<file path="src/rtl/multicycle_pkg.sv">
// Shared encodings for the multi-cycle MIPS control path: FSM states, opcodes,
// and the ALU/PC select codes also used by ALUControl and the datapath top.
package multicycle_pkg;

  typedef enum logic [3:0] {
    FETCH     = 4'd0,
    DECODE    = 4'd1,
    MEM_ADR   = 4'd2,
    MEM_RD    = 4'd3,
    MEM_WB    = 4'd4,
    MEM_WR    = 4'd5,
    R_EXEC    = 4'd6,
    R_WB      = 4'd7,
    BRANCH    = 4'd8,
    ADDI_EXEC = 4'd9,
    ADDI_WB   = 4'd10,
    JUMP      = 4'd11
  } state_t;

  localparam logic [5:0] OP_RTYPE = 6'b000000;
  localparam logic [5:0] OP_LW    = 6'b100011;
  localparam logic [5:0] OP_SW    = 6'b101011;
  localparam logic [5:0] OP_BEQ   = 6'b000100;
  localparam logic [5:0] OP_BNE   = 6'b000101;
  localparam logic [5:0] OP_ADDI  = 6'b001000;
  localparam logic [5:0] OP_J     = 6'b000010;

  localparam logic [1:0] ALU_OP_ADD   = 2'b00;
  localparam logic [1:0] ALU_OP_SUB   = 2'b01;
  localparam logic [1:0] ALU_OP_FUNCT = 2'b10;

  localparam logic [1:0] ALU_B_REG    = 2'b00;
  localparam logic [1:0] ALU_B_FOUR   = 2'b01;
  localparam logic [1:0] ALU_B_IMM    = 2'b10;
  localparam logic [1:0] ALU_B_IMM_SH = 2'b11;

  localparam logic [1:0] PC_SRC_ALU    = 2'b00;
  localparam logic [1:0] PC_SRC_ALUOUT = 2'b01;
  localparam logic [1:0] PC_SRC_JUMP   = 2'b10;

  function automatic logic is_legal_op(input logic [5:0] opcode);
    return (opcode == OP_RTYPE) || (opcode == OP_LW) || (opcode == OP_SW) ||
           (opcode == OP_BEQ) || (opcode == OP_BNE) || (opcode == OP_ADDI) ||
           (opcode == OP_J);
  endfunction

endpackage

</file>
<file path="src/rtl/multicycle_control.sv">
// Control FSM for the multi-cycle MIPS datapath: per-state selects/enables,
// memory-ready handshake, retired-instruction counter and illegal-opcode pulse.
module multicycle_control
  import multicycle_pkg::*;
#(
  parameter int COUNT_W = 32
) (
  input  logic               clk,
  input  logic               rst,
  input  logic [5:0]         op,
  input  logic               zero,
  input  logic               mem_ready,
  output logic               pc_write,
  output logic               iord,
  output logic               mem_read,
  output logic               mem_write,
  output logic               ir_write,
  output logic               reg_dst,
  output logic               mem_to_reg,
  output logic               reg_write,
  output logic               alu_src_a,
  output logic [1:0]         alu_src_b,
  output logic [1:0]         alu_op,
  output logic [1:0]         pc_src,
  output logic [3:0]         state,
  output logic               instr_done,
  output logic               illegal_op,
  output logic [COUNT_W-1:0] retired
);

  state_t             state_reg, state_next;
  logic               illegal_reg;
  logic [COUNT_W-1:0] retired_reg;

  always_ff @(posedge clk) begin
    if (rst) begin
      state_reg <= FETCH;
    end else begin
      state_reg <= state_next;
    end
  end

  // instr_done is already forced low under reset, so an aborted instruction never counts.
  always_ff @(posedge clk) begin
    if (rst) begin
      retired_reg <= '0;
      illegal_reg <= 1'b0;
    end else begin
      illegal_reg <= (state_reg == DECODE) && !is_legal_op(op);
      if (instr_done) begin
        retired_reg <= retired_reg + COUNT_W'(1);
      end
    end
  end

  always_comb begin
    state_next = FETCH;
    case (state_reg)
      FETCH:     state_next = mem_ready ? DECODE : FETCH;
      DECODE: begin
        case (op)
          OP_LW, OP_SW:   state_next = MEM_ADR;
          OP_RTYPE:       state_next = R_EXEC;
          OP_BEQ, OP_BNE: state_next = BRANCH;
          OP_ADDI:        state_next = ADDI_EXEC;
          OP_J:           state_next = JUMP;
          default:        state_next = FETCH;
        endcase
      end
      MEM_ADR: begin
        if (op == OP_LW) begin
          state_next = MEM_RD;
        end else if (op == OP_SW) begin
          state_next = MEM_WR;
        end else begin
          state_next = FETCH;
        end
      end
      MEM_RD:    state_next = mem_ready ? MEM_WB : MEM_RD;
      MEM_WR:    state_next = mem_ready ? FETCH : MEM_WR;
      R_EXEC:    state_next = R_WB;
      ADDI_EXEC: state_next = ADDI_WB;
      default:   state_next = FETCH;
    endcase
  end

  // Reset masks every output so an interrupted access drops its request in the same cycle.
  always_comb begin
    pc_write   = 1'b0;
    iord       = 1'b0;
    mem_read   = 1'b0;
    mem_write  = 1'b0;
    ir_write   = 1'b0;
    reg_dst    = 1'b0;
    mem_to_reg = 1'b0;
    reg_write  = 1'b0;
    alu_src_a  = 1'b0;
    alu_src_b  = ALU_B_REG;
    alu_op     = ALU_OP_ADD;
    pc_src     = PC_SRC_ALU;
    instr_done = 1'b0;
    if (!rst) begin
      case (state_reg)
        FETCH: begin
          mem_read  = 1'b1;
          alu_src_b = ALU_B_FOUR;
          ir_write  = mem_ready;
          pc_write  = mem_ready;
        end
        DECODE: begin
          alu_src_b = ALU_B_IMM_SH;
        end
        MEM_ADR, ADDI_EXEC: begin
          alu_src_a = 1'b1;
          alu_src_b = ALU_B_IMM;
        end
        MEM_RD: begin
          iord     = 1'b1;
          mem_read = 1'b1;
        end
        MEM_WB: begin
          mem_to_reg = 1'b1;
          reg_write  = 1'b1;
          instr_done = 1'b1;
        end
        MEM_WR: begin
          iord       = 1'b1;
          mem_write  = 1'b1;
          instr_done = mem_ready;
        end
        R_EXEC: begin
          alu_src_a = 1'b1;
          alu_op    = ALU_OP_FUNCT;
        end
        R_WB: begin
          reg_dst    = 1'b1;
          reg_write  = 1'b1;
          instr_done = 1'b1;
        end
        BRANCH: begin
          alu_src_a  = 1'b1;
          alu_op     = ALU_OP_SUB;
          pc_src     = PC_SRC_ALUOUT;
          instr_done = 1'b1;
          pc_write   = ((op == OP_BEQ) && zero) || ((op == OP_BNE) && !zero);
        end
        ADDI_WB: begin
          reg_write  = 1'b1;
          instr_done = 1'b1;
        end
        JUMP: begin
          pc_src     = PC_SRC_JUMP;
          pc_write   = 1'b1;
          instr_done = 1'b1;
        end
        default: begin
        end
      endcase
    end
  end

  assign state      = state_reg;
  assign illegal_op = illegal_reg;
  assign retired    = retired_reg;

endmodule

</file>
<file path="config.mk">
export PLATFORM = sky130hd
export DESIGN_NAME = multicycle_control
export DESIGN_NICKNAME = d
export VERILOG_FILES = /design/src/rtl/multicycle_pkg.sv /design/src/rtl/multicycle_control.sv
export SDC_FILE = /design/constraint.sdc
export NUM_CORES = 1
export LEC_CHECK = 0
export CAP_MARGIN = 20
export CORE_ASPECT_RATIO = 1.5
export CORE_UTILIZATION = 51
export CTS_CLUSTER_SIZE = 12
export DETAILED_ROUTE_END_ITERATION = 10
export GPL_TIMING_DRIVEN = 0
export PLACE_DENSITY = 0.95
export SLEW_MARGIN = 15
export SYNTH_ARGS = -nofsm -noshare
export SYNTH_HDL_FRONTEND = slang
export SYNTH_SLANG_ARGS = --single-unit
</file>
<file path="constraint.sdc">
create_clock -name clk -period 3.85 [get_ports clk]
set_input_delay 0.5775 -clock clk [delete_from_list [all_inputs] [get_ports clk]]
set_output_delay 0.5775 -clock clk [all_outputs]
set_load 0.05 [all_outputs]
</file>
==> impl_results.md <==
- Status: complete, no violations
- Initial antenna violation count: 0
- Startpoint types: primary input
- Peak supply drop: about 0.00024 V
- Worst Path Required: 3270 ps
- Antenna diodes: 0
- Port bufs: between 60 and 70
- CTS tree: done
- Synth Flop Type: dfxtp_1
- First-pass GRT wire length: just under 10000 µm
- Synth area leader: dfxtp_1
- R2R depth: 7
- GRT Total Usage: between 20 and 30%
- Total number of yosys warnings: 0
- TNS Setup: 0 ps
- Post-CTS Hold Fix Bufs: 0
- Die H: between 80 and 90 µm
- Max_cap viols: 0
- Syn Inst Count: 282
- GP Congestion: between 0.9 and 1
- Pwr/cell area: between 200 and 300 mW/mm²
- Worst slack at placement: 345 ps
- Rows: 28
- Clock-pin slew on the worst setup and hold paths: approximately 80 ps
- Peak Freq: about 280 MHz
- DP Wirelength: 4600 µm
- Yosys reg bits: 37
- Seq/Total Area, Yosys: about a third
- Final min period: roughly 3500 ps
- Final Hold Fails: 0
- RSZ-0062 raised after global routing: false
- Synthesized area: roughly 0.0021 mm²
- First-pass DRT Iterations: 4
- Yosys cell types: 45
- Met1 usage: a little under 30%
- Initial Util: between 50% and 60%
- WHS Path Cells: 2
- Met2 GRT Util: around 54%
- Asr flop ratio synth: 0%
- CTS resizes: 0
- Min-Delay Startpoint: retired[28]
- Sink Count: 37
- Total grt overflow: 0
- Bufs on Longest Clock Path: 2
- R2r startpoint: state[1]
- Share of the synthesized area in the top cell type: a little over a third
- Chip width: 54.7 µm
- P_leak: ~0.90 nW
- Vias in the first global route: roughly 2300
- Clk_skew: 10.2 ps
- CP endpoint kind: primary output
- Via/cell ratio: a little over 6
- Reg-to-Reg End: retired[8]
- Largest net degree at the start of global routing: 12
- Setup repair bufs after CTS: 0
- Hold WC Path Type: reg -> reg
- Period utilization: 92.1%
- Syn Area/Cell: 7.55 µm²
- Synth area leaders: dfxtp_1 (35%), nor2_1 (6.0%), a21oi_1 (4.9%)
- # setup viols final: 0
- CP Max Fanout: 10
- Layout cells sized above 1: under 10%
- Most frequent cells in the layout: clkdlybuf4s50_1 (62), dfxtp_1 (37), nor2_1 (34), a21oi_1 (21)
- # DRC: 0
- Die area: between 0.004 and 0.005 mm²
- Aggregate routed wire length: 6280 µm
- Final setup margin: just over 300 ps
- P&R area growth vs syn: 37.3%
- IO Count: between 60 and 70
- DR vias: approximately 2400
- Final ANT Viol Nets: 0
- Relative slew margins: a little over half
- Area of the core: a little under 0.004 mm²
- Worst-Skew Late Latency: between 200 and 300 ps
- Slew @ Worst Pin: approximately 670 ps
- Worst Path Arrival: between 2000 and 3000 ps
- Most crowded layer after global routing: met2
- FF-to-FF setup slack: ~1400 ps
- Hold Path Sink: retired[28]
- Wire length per cell: 15.8 µm
- Final Slew Violations: 0
- Number of flip-flops in the largest register: 32
- Root Driver: clkbuf_8
- Syn nets: approximately 290
- Met3 Track Usage GR: 5.06%
- Drt initial violations: 99
- Critical path class: in -> out
- H-tree Lvls: 2
- Total Nets Final: ~360
- Commonest non-fill, non-tap cell in the layout: clkdlybuf4s50_1
- EDFF count, synth: 0
- CTS Buf Count: 5
## worst max-delay path by stage
stage,from,end
3_3_place_gp,mem_ready,instr_done
4_1_cts,mem_ready,instr_done
3_5_place_dp,mem_ready,instr_done
2_1_floorplan,state[3],alu_op[0]
6_report,mem_ready,instr_done
5_1_grt,mem_ready,instr_done
## worst max-delay path, cell delays in order
cell and delay [ps]:
clkdlybuf4s50_1 500, nor2b_1 200, o21ai_1 450, clkbuf_1 410, nor3_1 90, clkdlybuf4s50_1 740
## layout make-up
type                    count  area, µm²
clock inverters             1       30.0
repair buffers             62        621
clock buffers               7       86.3
flip-flops and latches     37        741
inverters                   6       22.5
plain buffers              16       72.6
multi-input cells         223       1290
well taps                  45       56.3
fillers                   301       1040
## report_power, final
part | internal, mW | switching [mW]
Sequential | 0.384 | 0.00145
Clock | 0.211 | 0.140
Combinational | 0.0313 | 0.0617
Total | 0.627 | 0.203
## routing by layer
layer | share of wire (%) | vias up
met5 | 0 | -
met4 | 3.7 | 0
met3 | 5.5 | 22
met2 | 54 | 121
met1 | 36 | 1120
li1 | - | 1177
## Yosys cell counts (6+ instances only)
master and count:
dfxtp_1 37, nor2_1 34, a21oi_1 21, nand2_1 19, o21ai_0 19, or3_1 16, clkbuf_1 13, nand4_1 13
nor3_1 12, nor4_1 12, nand3_1 11, xnor2_1 10, inv_1 6, nor2b_1 6, xor2_1 6
## cell families (layout without fill, tap and decap cells)
kind of cell / after synthesis / count (layout) / share of synthesized area (%)
and+or+nand+nor: 145 / 145 / 36.0
AOI/OAI and AO/OA: 60 / 60 / 17.0
DFF: 37 / 37 / 34.8
buffers and inverters: 22 / 92 / 4.47
xor gates and xnor gates: 16 / 16 / 6.58
adders and majority gates: 1 / 1 / 0.588
muxes: 1 / 1 / 0.529
## per-stage QoR
step | area, µm² | util [%] | total power, mW | instances | hold WS [ps]
after detailed placement | 2810 | 70.9 | 0.485 | 389 | 495
after global placement | 2810 | 70.9 | 0.484 | 389 | 481
after floorplan | 2130 | - | 0.450 | 282 | 721
after CTS | 2920 | 73.8 | 0.830 | 397 | 502
final | 2920 | 73.8 | 0.830 | 397 | 497
after global routing | 2920 | 73.8 | 0.854 | 397 | 522
Note: power is estimated with default switching activity, not from simulation.
